==> src/rtl/exu_issue_pkg.sv <==
// Shared opcode constants and 4-bit ALU operation encoding for the issue stage and the ALU.
package exu_issue_pkg;

    localparam logic [6:0] OPC_OP     = 7'b0110011;
    localparam logic [6:0] OPC_OP_IMM = 7'b0010011;
    localparam logic [6:0] OPC_LUI    = 7'b0110111;
    localparam logic [6:0] OPC_AUIPC  = 7'b0010111;
    localparam logic [6:0] OPC_LOAD   = 7'b0000011;
    localparam logic [6:0] OPC_STORE  = 7'b0100011;
    localparam logic [6:0] OPC_JAL    = 7'b1101111;
    localparam logic [6:0] OPC_JALR   = 7'b1100111;
    localparam logic [6:0] OPC_BRANCH = 7'b1100011;

    typedef enum logic [3:0] {
        ALU_ADD   = 4'b0000,
        ALU_SUB   = 4'b0001,
        ALU_SLL   = 4'b0010,
        ALU_SLT   = 4'b0011,
        ALU_SLTU  = 4'b0100,
        ALU_XOR   = 4'b0101,
        ALU_SRL   = 4'b0110,
        ALU_SRA   = 4'b0111,
        ALU_OR    = 4'b1000,
        ALU_AND   = 4'b1001,
        ALU_PASS2 = 4'b1010
    } alu_op_e;

    // Register and immediate arithmetic share one table; only the immediate form has no SUB.
    function automatic alu_op_e alu_from_funct3(input logic [2:0] funct3,
                                                input logic       funct7_5,
                                                input logic       is_imm);
        alu_op_e op;
        op = ALU_ADD;
        case (funct3)
            3'b000: op = (funct7_5 && !is_imm) ? ALU_SUB : ALU_ADD;
            3'b001: op = ALU_SLL;
            3'b010: op = ALU_SLT;
            3'b011: op = ALU_SLTU;
            3'b100: op = ALU_XOR;
            3'b101: op = funct7_5 ? ALU_SRA : ALU_SRL;
            3'b110: op = ALU_OR;
            3'b111: op = ALU_AND;
            default: op = ALU_ADD;
        endcase
        return op;
    endfunction

endpackage

==> src/rtl/exu_issue_dec.sv <==
// Combinational decode of opcode/funct fields into ALU operation and operand selection.
module exu_issue_dec
    import exu_issue_pkg::*;
#(
    parameter int DATA_LEN = 32
) (
    input  logic [6:0]          opcode,
    input  logic [2:0]          funct3,
    input  logic                funct7_5,
    input  logic [DATA_LEN-1:0] pc,
    input  logic [DATA_LEN-1:0] rs1_data,
    input  logic [DATA_LEN-1:0] rs2_data,
    input  logic [DATA_LEN-1:0] imm,
    output logic [DATA_LEN-1:0] src1,
    output logic [DATA_LEN-1:0] src2,
    output logic [3:0]          alu_control,
    output logic                illegal
);

    alu_op_e alu_op;

    always_comb begin
        // NOTE: every output gets a default first so no path through the case infers a latch.
        alu_op  = ALU_ADD;
        src1    = '0;
        src2    = '0;
        illegal = 1'b0;
        case (opcode)
            OPC_OP: begin
                alu_op = alu_from_funct3(funct3, funct7_5, 1'b0);
                src1   = rs1_data;
                src2   = rs2_data;
            end
            OPC_OP_IMM: begin
                alu_op = alu_from_funct3(funct3, funct7_5, 1'b1);
                src1   = rs1_data;
                src2   = imm;
            end
            OPC_LUI: begin
                alu_op = ALU_PASS2;
                src2   = imm;
            end
            OPC_AUIPC: begin
                src1 = pc;
                src2 = imm;
            end
            OPC_LOAD, OPC_STORE, OPC_JALR: begin
                src1 = rs1_data;
                src2 = imm;
            end
            OPC_JAL: begin
                src1 = pc;
                src2 = DATA_LEN'(4);
            end
            OPC_BRANCH: begin
                alu_op = ALU_SUB;
                src1   = rs1_data;
                src2   = rs2_data;
            end
            default: illegal = 1'b1;
        endcase
    end

    assign alu_control = alu_op;

endmodule

==> src/rtl/exu_issue.sv <==
// Issue stage: decode on acceptance, then a two-entry (output + skid) buffer toward the EXU.
module exu_issue
    import exu_issue_pkg::*;
#(
    parameter int DATA_LEN = 32
) (
    input  logic                clk,
    input  logic                rst_n,
    input  logic                in_valid,
    output logic                in_ready,
    input  logic [6:0]          in_opcode,
    input  logic [2:0]          in_funct3,
    input  logic                in_funct7_5,
    input  logic [DATA_LEN-1:0] in_pc,
    input  logic [DATA_LEN-1:0] in_rs1_data,
    input  logic [DATA_LEN-1:0] in_rs2_data,
    input  logic [DATA_LEN-1:0] in_imm,
    input  logic [4:0]          in_rd,
    input  logic                flush,
    output logic                out_valid,
    input  logic                out_ready,
    output logic [DATA_LEN-1:0] out_src1,
    output logic [DATA_LEN-1:0] out_src2,
    output logic [3:0]          out_alu_control,
    output logic [4:0]          out_rd,
    output logic [DATA_LEN-1:0] out_pc,
    output logic                out_illegal
);

    typedef struct packed {
        logic [DATA_LEN-1:0] src1;
        logic [DATA_LEN-1:0] src2;
        logic [3:0]          alu;
        logic [4:0]          rd;
        logic [DATA_LEN-1:0] pc;
        logic                illegal;
    } entry_t;

    entry_t dec_entry;
    entry_t out_q;
    entry_t skid_q;
    logic   out_valid_q;
    logic   skid_valid_q;
    logic   in_fire;
    logic   out_free;

    exu_issue_dec #(.DATA_LEN(DATA_LEN)) u_dec (
        .opcode      (in_opcode),
        .funct3      (in_funct3),
        .funct7_5    (in_funct7_5),
        .pc          (in_pc),
        .rs1_data    (in_rs1_data),
        .rs2_data    (in_rs2_data),
        .imm         (in_imm),
        .src1        (dec_entry.src1),
        .src2        (dec_entry.src2),
        .alu_control (dec_entry.alu),
        .illegal     (dec_entry.illegal)
    );

    assign dec_entry.rd = in_rd;
    assign dec_entry.pc = in_pc;

    // in_ready depends only on the skid flop, so out_ready never reaches it combinationally.
    assign in_ready = !skid_valid_q;
    assign in_fire  = in_valid && in_ready;
    assign out_free = !out_valid_q || out_ready;

    always_ff @(posedge clk or negedge rst_n) begin
        // NOTE: data registers are reset too, so every output reads zero while rst_n is low.
        if (!rst_n) begin
            out_valid_q  <= 1'b0;
            skid_valid_q <= 1'b0;
            out_q        <= '0;
            skid_q       <= '0;
        end else if (flush) begin
            out_valid_q  <= 1'b0;
            skid_valid_q <= 1'b0;
        end else if (out_free) begin
            // NOTE: non-blocking updates let the skid drain and refill read pre-edge values.
            if (skid_valid_q) begin
                out_q        <= skid_q;
                out_valid_q  <= 1'b1;
                skid_valid_q <= 1'b0;
            end else if (in_fire) begin
                out_q       <= dec_entry;
                out_valid_q <= 1'b1;
            end else begin
                out_valid_q <= 1'b0;
            end
        end else if (in_fire) begin
            skid_q       <= dec_entry;
            skid_valid_q <= 1'b1;
        end
    end

    assign out_valid       = out_valid_q;
    assign out_src1        = out_q.src1;
    assign out_src2        = out_q.src2;
    assign out_alu_control = out_q.alu;
    assign out_rd          = out_q.rd;
    assign out_pc          = out_q.pc;
    assign out_illegal     = out_q.illegal;

endmodule

==> config.mk <==
export PLATFORM = sky130hd
export DESIGN_NAME = exu_issue
export DESIGN_NICKNAME = d
export VERILOG_FILES = /design/src/rtl/exu_issue_pkg.sv /design/src/rtl/exu_issue_dec.sv /design/src/rtl/exu_issue.sv
export SDC_FILE = /design/constraint.sdc
export NUM_CORES = 1
export LEC_CHECK = 0
export BUFFER_PORTS_ARGS = -buffer_cell sky130_fd_sc_hd__buf_2
export CAP_MARGIN = 20
export CORE_ASPECT_RATIO = 0.75
export CORE_MARGIN = 8
export CORE_UTILIZATION = 30
export DETAILED_ROUTE_END_ITERATION = 6
export GPL_TIMING_DRIVEN = 0
export RECOVER_POWER = 25
export SYNTH_ARGS = -nofsm -noshare
export SYNTH_HDL_FRONTEND = slang
export SYNTH_SLANG_ARGS = --single-unit
export TNS_END_PERCENT = 100
==> constraint.sdc <==
create_clock -name clk -period 1.9 [get_ports clk]
set_input_delay 0.19 -clock clk [delete_from_list [all_inputs] [get_ports clk]]
set_output_delay 0.19 -clock clk [all_outputs]
set_load 0.03 [all_outputs]
==> results.tsv <==
stage	metric	value	unit
worst_setup_path	Worst EP required	2.30	ns
power_and_ir_drop	P_int	0.00940	W
placement	HPWL Detailed	27300	µm
clock_tree	TritonCTS clock tree	built	
global_routing	GRT overflow	0	
sta	Final min period	1.86	ns
drt	Detailed Route Iter0 Violations	516	
global_routing	initial antenna violation count	8	
yosys	area share of the largest cell type after synthesis	0.536	
sta	max_slew headroom	0.432	
cells_and_area	fill count	3338	
floorplanning	Die W	227	µm
drt	Vias	9658	
global_routing	first-pass GRT wire length	58400	µm
yosys	Main synth FF type	dfrtp_1	
run	Max-Cap Viols	0	
yosys	sequential fraction of the synthesis area	0.536	
yosys	Syn Inst Count	1014	
clock_tree	Clock Path Buffers	3	
global_routing	largest net degree at the start of global routing	109	
yosys	flops & latches, synth	214	
floorplanning	core region area	33200	µm²
sta	fin crit share	0.977	
power_and_ir_drop	sequential power share	0.408	
yosys	post-synth top area cell	dfrtp_1	
power_and_ir_drop	overall power	0.0133	W
yosys	Post-Syn Nets	1163	
yosys	Syn Area/Cell	9.85	µm²
sta	Final Worst Setup Slack	0.0429	ns
floorplanning	die height	174	µm
clock_tree	Reg clk slew, reported paths	0.07	ns
cells_and_area	share of post-route cells with drive strength above 1	0.278	
drt	drt first pass iters	7	
clock_tree	H-tree depth	1	
status	outcome	completed	
clock_tree	setup bufs post-CTS	0	
drt	Via-to-Cell Ratio	5.21	
worst_setup_path	CP Launch Type	flip-flop	
power_and_ir_drop	Sw Pwr	0.00392	W
power_and_ir_drop	power share of the clock group	0.400	
clock_tree	clock sinks	214	
global_routing	Total Routing Usage GR	0.187	
floorplanning	# IOs	257	
drt	DR WL/cell	20.5	µm
clock_tree	CTS buffer count	24	
worst_setup_path	Arrival @ worst endpoint	2.25	ns
power_and_ir_drop	Comb pwr share	0.192	
cells_and_area	fin cells	1854	
cells_and_area	final net count	1532	
drt	drt drc	0	
power_and_ir_drop	leakage power total	6.13	nW
yosys	count leader, synth	dfrtp_1	
clock_tree	clk root buf	clkbuf_16	
power_and_ir_drop	worst ir drop on vdd	739	µV
placement	port buffer count	255	
yosys	EDFF count, synth	0	
floorplanning	Total Die Area	39400	µm²
global_routing	vias in the first global route	10051	
drt	overall routed net length	38000	µm
sta	unrepaired setup endpoints after global routing	true	
yosys	FFs w/ async S/R, synth	1.00	
floorplanning	FP Rows	58	
yosys	top post-synthesis cells by count	dfrtp_1, nand2_1, a21oi_1, a22oi_1, o21ai_0	
cells_and_area	P&R area growth vs syn	37.4	%
hold_path	Hold/Removal Path Class	in2reg	
power_and_ir_drop	PD cells	970	nW/µm²
yosys	Synth area leaders	dfrtp_1, a22oi_1, a21oi_1, o22ai_1, mux2_2	
floorplanning	Initial Util	0.301	
placement	gpl congestion	0.809	
yosys	Post-Syn Area	9990	µm²
sta	Worst Skew	0.0108	ns
yosys	Synth cell types	41	
sta	max-slew violations	0	
worst_setup_path	Crit Path Max Fanout	13	
drt	final antenna-violating net count	0	
sta	f_max	538	MHz
clock_tree	Clk Latency, worst-skew pair	0.53	ns
placement	DP Worst Slack	-0.597	ns
worst_setup_path	crit end category	flip-flop	
sta	Least-Margin Pin Slew	0.852	ns
power_and_ir_drop	switching fraction of total power	0.294	
yosys	Ys Warns	0	
sta	final number of hold-violating endpoints	0	
worst_setup_path	worst setup path class	reg2reg	
sta	Finish-stage setup viols	0	
placement	Post-Place Cells	1720	
sta	Setup TNS	0	ns
cells_and_area	Finished Core Util	0.414	
[power groups by stage]
| stage | logic [W] | registers [W] | clock network, W |
|---|---|---|---|
| 6_report | 0.00256 | 0.00543 | 0.00533 |
| 5_1_grt | 0.00279 | 0.00549 | 0.00562 |
| 4_1_cts | 0.00260 | 0.00543 | 0.00545 |
| 3_5_place_dp | 0.00244 | 0.00550 | 0 |
| 3_3_place_gp | 0.00239 | 0.00549 | 0 |
| 2_1_floorplan | 0.000846 | 0.00607 | 0 |
[cell type report]
cell class / instances / area, µm² / share of cell area
Timing Repair Buffer: 344 / 2170 / 0.158
Antenna cell: 3 / 7.51 / 0.000547
Clock buffer: 32 / 682 / 0.0497
Buffer: 89 / 473 / 0.0345
Tap cell: 450 / 563 / 0.0410
Sequential cell: 214 / 5360 / 0.390
Inverter: 4 / 15.0 / 0.00109
Clock inverter: 12 / 219 / 0.0160
Multi-Input combinational cell: 706 / 4240 / 0.309
[repair_timing]
item,in CTS,in global routing
endpoints found under the hold margin,234,0
setup endpoints to repair,213,162
hold buffers,88,0
pin swaps,0,0
gates resized for setup,34,19
[placed cells by master, fill, tap and decap left out, types with 25 or more instances in the layout]
cell type	synthesis	final
a21oi_1	101	101
a22oi_1	94	94
buf_2	34	261
clkbuf_1	51	50
clkbuf_16	0	25
dfrtp_1	214	214
dlygate4sd3_1	0	88
mux2_2	39	39
mux2i_1	39	39
nand2_1	117	116
nor2_1	55	55
o21ai_0	79	79
o21ai_1	49	49
o22ai_1	78	78
[stage by stage]
stage	hold slack [ns]	instance area (µm²)
finish	0.0231	13700
CTS	0.0000940	13700
detailed placement	0.307	11900
global route	0.0209	13700
global placement	0.406	11800
floorplan	-0.106	9990
[metal layers]
metal	wire length, µm	track usage	vias to the layer above
li1	-	-	4466
met1	17000	0.252	4772
met2	17100	0.290	349
met3	2760	0.0488	67
met4	1140	0.0548	4
met5	25	0	-
[critical path, stage by stage, from the launching register on]
cell and delay [ns]:
dfrtp_1 0.41, nor2b_2 0.19, or3_4 0.50, buf_2 0.25, buf_2 0.21, nand2_1 0.08, o21ai_0 0.07
[worst paths after layout]
check	from	endpoint	slack (ns)	cells past startpoint
worst min-delay path	in_imm[26]	skid_q[68]	0.02	3
worst min register to register	skid_q[48]	skid_q[48]	0.47	2
max in group asynchronous	rst_n	out_pc[2]	0.57	3
min in group asynchronous	rst_n	out_src2[6]	0.28	2
worst max register to register	out_valid	out_pc[29]	0.04	6
worst max-delay path	out_valid	out_pc[29]	0.04	6
[registers in the layout, indices dropped and copies added (netlist names)]
signal	count
skid_q	106
out_pc	32
out_src1	32
out_src2	32
out_rd	5
out_alu_control	4
out_illegal	1
out_valid	1
skid_valid_q	1
[cell families (layout without fill, tap and decap cells)]
family,after synthesis,count (layout),share of synthesized area
other,0,3,0
AND/OR/NAND/NOR,214,214,0.0937
AO/OA/AOI/OAI,414,414,0.245
multiplexers,78,78,0.0831
buffers and inverters,94,481,0.0420
flip-flops,214,214,0.536
No activity file was read; power rests on OpenSTA's default activity.
